$ cat config.mk
export PLATFORM = sky130hd
export DESIGN_NAME = mips_multicycle_ctrl
export DESIGN_NICKNAME = d
export VERILOG_FILES = /design/src/rtl/mips_multicycle_ctrl.sv
export SDC_FILE = /design/constraint.sdc
export NUM_CORES = 1
export LEC_CHECK = 0
export ABC_AREA = 1
export ABC_CLOCK_PERIOD_IN_PS = 4980
export CORE_ASPECT_RATIO = 0.8
export CORE_MARGIN = 2
export CORE_UTILIZATION = 42
export CTS_CLUSTER_SIZE = 24
export DETAILED_ROUTE_END_ITERATION = 8
export PLACE_DENSITY = 0.75
export REMOVE_ABC_BUFFERS = 1
export SLEW_MARGIN = 25
export SYNTH_ARGS = -nofsm -noshare
export SYNTH_HDL_FRONTEND = slang
export SYNTH_SLANG_ARGS = --single-unit
export TNS_END_PERCENT = 30
$ cat constraint.sdc
create_clock -name clk -period 4.98 [get_ports clk]
set_clock_uncertainty 0.1 [all_clocks]
set_input_delay 0.747 -clock clk [delete_from_list [all_inputs] [get_ports clk]]
set_output_delay 0.747 -clock clk [all_outputs]
set_load 0.005 [all_outputs]
$ cat src/rtl/mips_multicycle_ctrl.sv
// Multi-cycle MIPS main control FSM.
// Sequences fetch, decode, execute, memory and writeback for one instruction
// at a time. The state register and the retired-instruction counter are the
// only storage. All strobes and mux selects are decoded from the current
// state and the IR fields, so a ready handshake is acted on in the same cycle
// it arrives.
//
// state | meaning
// IF    | request instruction, load IR and PC+4 on inst_ready
// ID    | IR fields settle, register file read
// EX    | ALU operation, branch/jump PC update
// LD    | data read request held until data_ready
// ST    | data write request held until data_ready
// WB    | register file write
module mips_multicycle_ctrl (
  input  logic        clk,
  input  logic        rst,
  input  logic [5:0]  opcode,
  input  logic [5:0]  funct,
  input  logic        alu_zero,
  input  logic        inst_ready,
  input  logic        data_ready,
  output logic        inst_req,
  output logic        data_req,
  output logic        mem_write,
  output logic        ir_write,
  output logic        pc_write,
  output logic [1:0]  pc_src,
  output logic        reg_write,
  output logic [1:0]  wb_src,
  output logic [1:0]  reg_dst,
  output logic [1:0]  alu_code,
  output logic [2:0]  additional_control,
  output logic [2:0]  state,
  output logic [31:0] retire_cnt
);

  typedef enum logic [2:0] {
    S_IF = 3'd0,
    S_ID = 3'd1,
    S_EX = 3'd2,
    S_LD = 3'd3,
    S_ST = 3'd4,
    S_WB = 3'd5
  } state_t;

  localparam logic [5:0] OP_RTYPE = 6'b000000;
  localparam logic [5:0] OP_J     = 6'b000010;
  localparam logic [5:0] OP_JAL   = 6'b000011;
  localparam logic [5:0] OP_BEQ   = 6'b000100;
  localparam logic [5:0] OP_BNE   = 6'b000101;
  localparam logic [5:0] OP_ADDIU = 6'b001001;
  localparam logic [5:0] OP_SLTI  = 6'b001010;
  localparam logic [5:0] OP_ANDI  = 6'b001100;
  localparam logic [5:0] OP_ORI   = 6'b001101;
  localparam logic [5:0] OP_XORI  = 6'b001110;
  localparam logic [5:0] OP_LW    = 6'b100011;
  localparam logic [5:0] OP_SW    = 6'b101011;
  localparam logic [5:0] FN_JR    = 6'b001000;
  localparam logic [5:0] FN_JALR  = 6'b001001;

  state_t      state_q, state_d;
  logic [31:0] retire_q, retire_d;

  logic       is_rtype, is_jr, is_jalr, is_jal;
  logic [1:0] dec_alu_code;
  logic [2:0] dec_addl;

  // Instruction class and ALU-control decode from the IR fields.
  always_comb begin
    is_rtype     = (opcode == OP_RTYPE);
    is_jr        = is_rtype && (funct == FN_JR);
    is_jalr      = is_rtype && (funct == FN_JALR);
    is_jal       = (opcode == OP_JAL);
    dec_alu_code = 2'b00;
    dec_addl     = 3'b000;
    case (opcode)
      OP_RTYPE:       dec_alu_code = 2'b10;
      OP_BEQ, OP_BNE: dec_alu_code = 2'b01;
      OP_SLTI:        dec_addl     = 3'b001;
      OP_ANDI:        dec_addl     = 3'b010;
      OP_ORI:         dec_addl     = 3'b011;
      OP_XORI:        dec_addl     = 3'b100;
      default:        ;
    endcase
  end

  // Next-state and decoded outputs; reset overrides every strobe and select.
  always_comb begin
    state_d            = state_q;
    inst_req           = 1'b0;
    data_req           = 1'b0;
    mem_write          = 1'b0;
    ir_write           = 1'b0;
    pc_write           = 1'b0;
    pc_src             = 2'b00;
    reg_write          = 1'b0;
    wb_src             = 2'b00;
    reg_dst            = 2'b00;
    alu_code           = 2'b00;
    additional_control = 3'b000;

    case (state_q)
      S_IF: begin
        inst_req = 1'b1;
        if (inst_ready) begin
          ir_write = 1'b1;
          pc_write = 1'b1;
          state_d  = S_ID;
        end
      end
      S_ID: state_d = S_EX;
      S_EX: begin
        alu_code           = dec_alu_code;
        additional_control = dec_addl;
        case (opcode)
          OP_RTYPE: begin
            if (is_jr || is_jalr) begin
              pc_write = 1'b1;
              pc_src   = 2'b11;
            end
            state_d = is_jr ? S_IF : S_WB;
          end
          OP_BEQ, OP_BNE: begin
            // beq takes the branch on zero, bne on non-zero
            if (alu_zero == (opcode == OP_BEQ)) begin
              pc_write = 1'b1;
              pc_src   = 2'b01;
            end
            state_d = S_IF;
          end
          OP_J, OP_JAL: begin
            pc_write = 1'b1;
            pc_src   = 2'b10;
            state_d  = is_jal ? S_WB : S_IF;
          end
          OP_LW: state_d = S_LD;
          OP_SW: state_d = S_ST;
          OP_ADDIU, OP_SLTI, OP_ANDI, OP_ORI, OP_XORI: state_d = S_WB;
          default: state_d = S_IF;
        endcase
      end
      S_LD: begin
        alu_code           = dec_alu_code;
        additional_control = dec_addl;
        data_req           = 1'b1;
        if (data_ready) state_d = S_WB;
      end
      S_ST: begin
        alu_code           = dec_alu_code;
        additional_control = dec_addl;
        data_req           = 1'b1;
        mem_write          = 1'b1;
        if (data_ready) state_d = S_IF;
      end
      S_WB: begin
        reg_write = 1'b1;
        if (is_jal)        reg_dst = 2'b10;
        else if (is_rtype) reg_dst = 2'b01;
        if (opcode == OP_LW)        wb_src = 2'b01;
        else if (is_jal || is_jalr) wb_src = 2'b10;
        state_d = S_IF;
      end
      default: state_d = S_IF;
    endcase

    if (rst) begin
      state_d            = S_IF;
      inst_req           = 1'b0;
      data_req           = 1'b0;
      mem_write          = 1'b0;
      ir_write           = 1'b0;
      pc_write           = 1'b0;
      pc_src             = 2'b00;
      reg_write          = 1'b0;
      wb_src             = 2'b00;
      reg_dst            = 2'b00;
      alu_code           = 2'b00;
      additional_control = 3'b000;
    end
  end

  // Count an instruction as retired whenever control returns to IF.
  always_comb begin
    retire_d = retire_q;
    if ((state_q != S_IF) && (state_d == S_IF)) retire_d = retire_q + 32'd1;
  end

  // State and retire counter registers.
  always_ff @(posedge clk or posedge rst) begin
    if (rst) begin
      state_q  <= S_IF;
      retire_q <= 32'd0;
    end else begin
      state_q  <= state_d;
      retire_q <= retire_d;
    end
  end

  assign state      = state_q;
  assign retire_cnt = retire_q;

endmodule

==> results by group <==
Run status
  – Status: complete, no violations

Cells and area
  – # diodes: 0
  – Non-Filler Instances: 548
  – Post-route cell area: 0.00343 mm²
  – Fillers: 595
  – Synth-to-Final Area Change: 29.7%
  – Fin nets: 484
  – Layout cells sized above 1: 4.71%

Global route
  – First-pass GRT wire length: 12000 µm
  – Vias in the first global route: 2575
  – Initial antenna violation count: 0
  – Grt ovf: 0
  – Total global-route track usage: 21.6%
  – Largest net degree at the start of global routing: 37

Setup path
  – Reg2reg end: retire_cnt[1]$_DFFE_PP0P_
  – WP depth: 6
  – R2R Setup Slk: 2.69 ns
  – CP max stage cell: clkdlybuf4s50_1
  – CP Max Fanout: 10
  – Max incr delay on CP: 0.62 ns
  – Most frequent CP cell: clkdlybuf4s50_1
  – Crit path arrival time: 2.79 ns
  – Crit end category: output port
  – CP Buf/Inv Count: 3
  – Cell Chain, Critical Path: clkdlybuf4s50_1 -> nor4_2 -> inv_1 -> nor3_2 -> a31o_2 -> clkdlybuf4s50_1
  – Cell family with most CP delay: buffers and inverters
  – FF-to-FF Start: state[1]$_DFF_PP0_
  – Type of origin of the critical path: input pin
  – CP required: 4.13 ns
  – Reg2reg path depth: 7
  – Type of the worst setup path: in -> out

CTS
  – Post-CTS resize count: 0
  – CTS sink cnt: 35
  – Clk_lat worst skew: 0.29 ns
  – Number of CTS-inserted buffers: 5
  – Post-CTS Setup Bufs: 0
  – TritonCTS clock tree: built
  – Hold Buf Count CTS: 0
  – CTS max path bufs: 2
  – H-tree level count: 2
  – Reg clk slew, reported paths: 0.06 ns
  – Root buffer cell: clkbuf_8

Synth
  – Distinct cells, synth: 28
  – Post-synth top area share: 33.1%
  – Cell area after synthesis: 0.00265 mm²
  – Fraction of the mapped netlist area in compound gates: 3.12%
  – Synthesis warning total: 0
  – Area leader, netlist: dfrtp_1
  – Post-synth EDFFs: 0
  – Synth Area in Simple Gates: 47.0%
  – Post-Synth Adder-Cell Area: 0.473%
  – Top_reg_cell synth: dfrtp_1
  – Cell count after synthesis: 402
  – Largest family of logic cells by synthesized area: simple AND/OR/NAND/NOR gates
  – Syn Area/Cell: 6.58 µm²
  – Synthesized flop and latch total: 35
  – Most frequent cells after synthesis: 141 x nand2_1, 60 x nor2_1, 42 x nand3_1
  – Post-Synth XOR/XNOR Area: 8.61%
  – Sequential area share after synthesis: 33.1%
  – Most common cell in the netlist: nand2_1
  – Synth area leaders: dfrtp_1 33%, nand2_1 20%, nor2_1 8.5%
  – Mux contribution to synthesized area: 0%
  – Fraction of registers with async set/reset: 100%

Route
  – Routed WL per cell: 13.0 µm
  – Pre-antenna DRT Iters: 5
  – DRC Markers: 0
  – Iter 0 DRT Violations: 187
  – Via density: 5.17
  – Routed Antenna Nets: 0
  – Routed vias: 2834
  – WL final: 7130 µm

Pwr
  – Worst VDD drop: 0.214 mV
  – PD cells: 208 mW/mm²
  – Total power: 0.714 mW
  – Leakage: 1.54 nW

Die
  – Starting Density: 44.1%
  – Vert. Die Dim: 75.0 µm
  – Total Die Area: 0.00696 mm²
  – Ports: 69
  – Die width: 92.7 µm
  – Core area: 0.00601 mm²
  – Rows: 25

Worst hold path
  – HP Start: retire_cnt[5]$_DFFE_PP0P_
  – Depth of the worst hold-timing path: 2
  – Worst hold endpoint: retire_cnt[5]$_DFFE_PP0P_
  – Hold Path Class: reg -> reg

Timing
  – Unrepaired setup endpoints after global routing: no
  – Hold Vio Cnt, Final: 0
  – Worst-margin pin slew: 0.780 ns
  – Final worst path period share: 72.9%
  – Fmax: 275 MHz
  – Final Max Slew Viols: 0
  – Setup TNS: 0 ns
  – Final setup vio count: 0
  – Min Tclk post-route: 3.63 ns
  – Worst rel slew slack: 47.9%

Placed design
  – Detailed placement HPWL: 5370 µm
  – Post-placement cell area: 0.00335 mm²
  – RePlAce Congestion: 0.920
  – Port Buffer Count: 68
  – Placed cells: 540

Run
  – Number of max-cap violations: 0
==> cells in the final DEF, fill, tap and decap left out, types with 2 or more instances in the layout <==
cell type	netlist	routed
nand2_1	141	141
clkdlybuf4s50_1	0	68
nor2_1	60	60
nand3_1	42	42
dfrtp_1	35	35
inv_1	32	32
xor2_1	20	20
nor3_1	19	19
nand4_1	7	7
xnor2_1	6	6
a21oi_1	5	5
clkbuf_8	0	5
nor2_2	4	4
nand3b_1	3	3
nor2_4	2	2
nand2_4	2	2
nor3b_1	2	2
clkbuf_1	0	2
==> power breakdown <==
group / internal [mW] / total [mW] / switching, mW
Combinational: 0.0817 / 0.182 / 0.100
Sequential: 0.305 / 0.334 / 0.0290
Clock: 0.0981 / 0.199 / 0.101
==> sequential cells by signal, indices dropped and copies added, names as in the netlist <==
signal	cells
retire_cnt	32
state	3
==> cells by family (layout without fill, tap and decap cells) <==
logic type                 after synthesis  in the layout
AOI/OAI and AO/OA                       11             11
xor gates and xnor gates                26             26
adders and majority gates                1              1
buffers and inverters                   44            109
DFF                                     35             35
and+or+nand+nor                        285            285
==> worst register-to-register path, stage by stage, from the launching register on <==
cell      delay [ns]
dfrtp_1         0.43
inv_1           0.12
o211ai_2        0.23
a21oi_4         0.09
nor2_4          0.61
nand2_4         0.37
nand2_1         0.16
nand2_1         0.07
==> area by class of cell <==
class	instances	area, µm²	area share, %
Multi-Input combinational cell	323	1570	45.6
Sequential cell	35	876	25.5
Timing Repair Buffer	69	688	20.0
Inverter	32	120	3.50
Tap cell	81	101	2.95
Clock buffer	7	76.3	2.22
Clock inverter	1	5.00	0.146
==> metal layers <==
layer  routed length (µm)  share of wire (%)  GRT usage, %  vias to the layer above
met3                  592                8.3          4.80                        9
met1                 3440                 48          31.9                     1326
li1                     -                  -             -                     1399
met5                    0                  0             0                        -
met4                   89                1.2          6.54                        0
met2                 3020                 42          32.0                      100
==> worst max path at each step <==
stage               startpoint         to
CTS                        rst  wb_src[1]
finish                     rst  wb_src[1]
floorplan                  rst   pc_write
global route               rst  wb_src[1]
detailed placement         rst  wb_src[1]
global placement           rst  wb_src[1]
==> stage by stage <==
step,worst slack [ns],hold slack [ns],utilization [%]
2_1_floorplan,2.15,0.387,-
3_3_place_gp,1.43,0.389,55.8
3_5_place_dp,1.33,0.387,55.8
4_1_cts,1.33,0.405,57.2
5_1_grt,1.24,0.460,57.2
6_report,1.35,0.398,57.2
(Power assumes the default switching activity.)
